File: src/rtl/multi_ch_watchdog.sv
// N-channel heartbeat watchdog: per-channel timeout, early warning, revive reset pulse
// and lock-in fault after repeated consecutive revives.
module multi_ch_watchdog #(
   parameter int unsigned NUM_CH         = 4,
   parameter int unsigned TIMEOUT_CYCLES = 50_000_000,
   parameter int unsigned WARN_CYCLES    = 5_000_000,
   parameter int unsigned RESET_CYCLES   = 10_000,
   parameter int unsigned MAX_REVIVE     = 3,
   parameter int unsigned CNT_W          = 32,
   parameter int unsigned REV_W          = 4
) (
   input  logic                    clk,
   input  logic                    rst,
   input  logic [NUM_CH-1:0]       i_en,
   input  logic [NUM_CH-1:0]       i_kick,
   input  logic [NUM_CH-1:0]       i_clear,
   output logic [NUM_CH-1:0]       o_sys_reset,
   output logic [NUM_CH-1:0]       o_warn,
   output logic [NUM_CH-1:0]       o_fault,
   output logic                    o_any_reset,
   output logic [NUM_CH*REV_W-1:0] o_revive_cnt
);

   typedef enum logic [2:0] {
      ST_IDLE,
      ST_ARMED,
      ST_WARN,
      ST_REVIVE,
      ST_LOCKED
   } state_t;

   localparam logic [CNT_W-1:0] TMO_LAST = CNT_W'(TIMEOUT_CYCLES - 1);
   localparam logic [CNT_W-1:0] RST_LAST = CNT_W'(RESET_CYCLES - 1);
   localparam logic [CNT_W-1:0] WARN_TH  = CNT_W'(TIMEOUT_CYCLES - WARN_CYCLES);
   localparam logic [REV_W-1:0] REV_MAX  = REV_W'(MAX_REVIVE);
   localparam logic [REV_W-1:0] REV_SAT  = {REV_W{1'b1}};
   localparam bit               WARN_EN  = (WARN_CYCLES != 0);
   localparam bit               LOCK_EN  = (MAX_REVIVE != 0);

   for (genvar k = 0; k < NUM_CH; k++) begin : g_ch
      state_t           state_q, state_d;
      logic [CNT_W-1:0] cnt_q, cnt_d, cnt_inc;
      logic [REV_W-1:0] rev_q, rev_d;

      always_ff @(posedge clk or posedge rst) begin
         if (rst) begin
            state_q <= ST_IDLE;
            cnt_q   <= '0;
            rev_q   <= '0;
         end else begin
            state_q <= state_d;
            cnt_q   <= cnt_d;
            rev_q   <= rev_d;
         end
      end

      // Priority: disable (unless locked) > clear (locked) > kick > timeout
      always_comb begin
         state_d = state_q;
         cnt_d   = cnt_q;
         rev_d   = rev_q;
         cnt_inc = cnt_q + CNT_W'(1);
         if (!i_en[k] && (state_q != ST_LOCKED)) begin
            state_d = ST_IDLE;
            cnt_d   = '0;
         end else begin
            case (state_q)
               ST_IDLE: begin
                  cnt_d = '0;
                  if (i_clear[k]) rev_d = '0;
                  if (i_en[k]) state_d = ST_ARMED;
               end
               ST_ARMED, ST_WARN: begin
                  if (i_kick[k]) begin
                     state_d = ST_ARMED;
                     cnt_d   = '0;
                     rev_d   = '0;
                  end else if (cnt_q == TMO_LAST) begin
                     state_d = ST_REVIVE;
                     cnt_d   = '0;
                     if (rev_q != REV_SAT) rev_d = rev_q + REV_W'(1);
                  end else begin
                     cnt_d   = cnt_inc;
                     state_d = (WARN_EN && (cnt_inc >= WARN_TH)) ? ST_WARN : ST_ARMED;
                  end
               end
               ST_REVIVE: begin
                  if (cnt_q == RST_LAST) begin
                     cnt_d   = '0;
                     state_d = (LOCK_EN && (rev_q == REV_MAX)) ? ST_LOCKED : ST_ARMED;
                  end else begin
                     cnt_d = cnt_inc;
                  end
               end
               ST_LOCKED: begin
                  cnt_d = '0;
                  if (i_clear[k]) begin
                     state_d = ST_IDLE;
                     rev_d   = '0;
                  end
               end
               default: begin
                  state_d = ST_IDLE;
                  cnt_d   = '0;
               end
            endcase
         end
      end

      assign o_sys_reset[k] = (state_q == ST_REVIVE) || (state_q == ST_LOCKED);
      assign o_warn[k]      = (state_q == ST_WARN);
      assign o_fault[k]     = (state_q == ST_LOCKED);
      assign o_revive_cnt[k*REV_W +: REV_W] = rev_q;
   end

   assign o_any_reset = |o_sys_reset;

endmodule
File: config.mk
export PLATFORM = sky130hd
export DESIGN_NAME = multi_ch_watchdog
export DESIGN_NICKNAME = d
export VERILOG_FILES = /design/src/rtl/multi_ch_watchdog.sv
export SDC_FILE = /design/constraint.sdc
export NUM_CORES = 1
export LEC_CHECK = 0
export ABC_AREA = 1
export ABC_CLOCK_PERIOD_IN_PS = 6000
export CAP_MARGIN = 20
export CORE_ASPECT_RATIO = 0.5
export CORE_UTILIZATION = 45
export CTS_BUF_LIST = sky130_fd_sc_hd__clkbuf_4
export DETAILED_ROUTE_END_ITERATION = 12
export PLACE_DENSITY_LB_ADDON = 0.2
export SYNTH_ARGS = -nofsm -noshare
export SYNTH_HDL_FRONTEND = slang
export SYNTH_SLANG_ARGS = --single-unit
File: constraint.sdc
create_clock -name clk -period 6 [get_ports clk]
set_input_delay 1.2 -clock clk [delete_from_list [all_inputs] [get_ports clk]]
set_output_delay 1.2 -clock clk [all_outputs]
set_load 0.03 [all_outputs]
==> flow_metrics.py <==
metrics = {
    "timing": {
        "skew_ps": 19.86,
        "relSlewSlack_pct": 31.32,
        "fin_ws_ps": 2009,
        "fin_crit_sh_pct": 66.51,
        "tightestPinTransition_ps": 1030,
        "rsz0062_at_grt": "false",
        "drv_slew": 0,
        "fmax_ghz": 0.2506,
        "hold_violations": 0,
        "tns_ps": 0,
        "setup-violations-final": 0,
        "post-route-min-period_ps": 3991,
    },
    "global_route": {
        "grt_overflow": 0,
        "grt_pass1_wl_mm": 47.75,
        "antenna_found_initial": 1,
        "first_global_vias": 9930,
        "grt_max_degree": 87,
        "track_usage_pct": 23.71,
    },
    "synthesis": {
        "synth_top_area_share_pct": 35.68,
        "yosys.area.top_type": "dfrtp_1",
        "synth_fp_nets": 1770,
        "ys_types": 37,
        "ys_seq_area_share_pct": 35.68,
        "ys.flop_type": "dfrtp_1",
        "syn_area_per_cell_um2": 6.270,
        "synth_top_family_by_area": "simple AND/OR/NAND/NOR gates",
        "synth_area_leaders": "dfrtp_1, nand2_1, nor2_1, inv_1, nand3_1",
        "synth_xor_area_share_pct": 2.962,
        "synth_simple_gate_area_share_pct": 48.10,
        "synth_mux_area_share_pct": 0,
        "synth_edf_count": 0,
        "syn_inst": 1745,
        "synthAdderAreaFrac_pct": 1.258,
        "postSynthRegisterBits": 156,
        "synth.cell_area_um2": 10940,
        "yosys_warnings": 0,
        "async_reset_ff_share_pct": 100.0,
        "synth_compound_gate_area_share_pct": 4.460,
    },
    "placed_design": {
        "dp_slack_ps": 2703,
        "hpwl_mm": 21.85,
        "gp_congestion": 0.9687,
        "port_buffers": 42,
    },
    "cells_and_area": {
        "nets": 1822,
        "fillCellCount": 2420,
        "syn_to_final_growth_pct": 10.01,
        "drive_gt1_share_pct": 5.583,
        "multi_input_area_um2": 6212,
        "final_cell_mix": "nand2_1, nor2_1, inv_1",
        "ff_latch_area_um2": 3904,
        "final_common_cell": "nand2_1",
    },
    "critical_path": {
        "criticalPathCategory": "flop to output port",
        "worstPathRequired_ps": 4800,
        "cp-end-kind": "output port",
        "r2r_end": "g_ch[1].cnt_q[25]",
        "crit_family": "simple AND/OR/NAND/NOR gates",
        "reg2reg_slack_ps": 2950,
        "path_buf_inv": 1,
        "rr_worst_depth": 9,
        "critical_path.max_stage_delay_ps": 670,
        "timing.rr.start": "g_ch[1].cnt_q[0]",
        "cp-start-kind": "flop",
        "crit_chain": "nor2_1, nand2_1, o21ai_0, or4_1, clkdlybuf4s50_1",
        "crit_fanout": 7,
        "arrival_ps": 2790,
        "cpMaxStageDelayCell": "clkdlybuf4s50_1",
    },
    "routing": {
        "vias": 10785,
        "drc": 0,
        "antenna_left": 0,
        "initialDrtViolationCount": 835,
        "wl_met3_mm": 1.663,
        "routed.top_layer": "met4",
        "wl_met2_mm": 12.44,
        "drt_first_pass_iters": 6,
        "wl_met1_mm": 13.67,
        "wl_mm": 28.23,
        "detail_route.vias_per_cell": 5.094,
        "wl_per_cell_um": 13.33,
    },
    "clock_network": {
        "cts_tree": "yes",
        "hold_buffers": 0,
        "post_cts_buffers": 0,
        "clkLatencyLatePin_ps": 640,
        "clock-sinks": 156,
        "numCtsBuffers": 17,
        "cts.clk_slew.worst_paths_ps": 130,
        "clockRootBuffer": "clkbuf_4",
        "htreeDepth": 4,
        "clock_path_buffers": 2,
        "cts_resized": 0,
    },
    "floorplanning": {
        "row_count": 39,
        "dieArea_um2": 24980,
        "core-area_um2": 23320,
        "die-width_um": 222.5,
        "die_h_um": 112.3,
        "num_io_pins": 43,
        "start_util_pct": 46.91,
    },
    "min_path": {
        "hp-start": "g_ch[3].cnt_q[0]",
        "hold_path_end": "g_ch[3].cnt_q[0]",
        "hold_path_class": "flop to flop",
        "min_path_cells": 1,
    },
    "power_and_ir_drop": {
        "cellLeakagePower_nw": 5.058,
        "ir_drop_v": 0.0001015,
        "powerDensity_nw_per_um2": 158.8,
    },
    "flow_run": {
        "maxCapViolations": 0,
    },
    "run_status": {
        "status": "complete, no violations",
    },
}
## routing by layer
metal / global-route usage, % / vias up
met2: 37.81 / 288
met1: 32.58 / 4885
met3: 4.895 / 34
met4: 6.897 / 0
met5: 0 / -
li1: - / 5578
## synth_stat cells, types with 9 or more instances
library cell  number
ha_1              11
nor4_1            29
nand2_2           15
nand3b_1          13
xnor2_1           14
nor2_1           367
nor2_4            12
nor2_2            31
buf_2              9
nor3_1            19
o21ai_0           34
xor2_1            23
nand2_1          592
a21oi_1           39
dfrtp_1          156
inv_1            201
nand4_1           32
nand3_1          111
## cells by family after synthesis
logic type | count (synthesis)
buffers and inverters | 216
xor gates and xnor gates | 37
AOI/OAI and AO/OA | 90
adders and majority gates | 11
and+or+nand+nor | 1235
DFF | 156
## worst register-to-register path: stages (launching register included)
cell and delay (ps):
dfrtp_1 490, ha_1 260, nand3_2 160, nor2_1 260
nand2_1 140, nor4_1 460, nor2_1 130, nand2_1 140
a211o_1 790, nor2_1 100
## how the worst max path moves through the flow
stage | startpoint | to | slack (ps) | cells after the start
2_1_floorplan | rst | g_ch[0].cnt_q[0] | 590 | 1
4_1_cts | g_ch[1].state_q[0] | o_any_reset | 1970 | 5
3_5_place_dp | g_ch[1].state_q[0] | o_any_reset | 2700 | 5
3_3_place_gp | g_ch[1].state_q[0] | o_any_reset | 2740 | 5
5_1_grt | g_ch[1].state_q[0] | o_any_reset | 1860 | 5
6_report | g_ch[1].state_q[0] | o_any_reset | 2010 | 5
## layout make-up
cell class	instances	area share, %
multi-input combinational	1373	51.61
sequential	156	32.43
inverter	203	6.372
timing repair buffer	46	3.909
tap	307	3.191
clock inverter	14	1.403
clock buffer	17	1.060
antenna	1	0.02079
## power breakdown
group / leakage (nW) / internal, mW / switching [mW] / total (mW)
clock network: 0.160 / 0.288 / 0.418 / 0.707
logic: 2.73 / 0.0433 / 0.0847 / 0.128
registers: 2.16 / 1.06 / 0.0137 / 1.08
total: 5.06 / 1.39 / 0.517 / 1.91
## state kept, by name (all words and copies together), names as in the netlist
name / cells
g_ch.cnt_q: 128
g_ch.state_q: 12
g_ch.rev_q: 16
## stage by stage
step / cell area, um2 / std cells / hold WS [ps] / total power, mW / util [%]
final: 12040 / 2117 / 515.4 / 1.912 / 51.60
after floorplan: 10940 / 1745 / 454.6 / 1.175 / -
after global routing: 12040 / 2117 / 546.3 / 2.002 / 51.60
after CTS: 12010 / 2115 / 511.6 / 1.941 / 51.48
after global placement: 11710 / 2084 / 488.8 / 1.225 / 50.20
after detailed placement: 11710 / 2084 / 492.5 / 1.226 / 50.20
No activity file was read; power rests on OpenSTA's default activity.
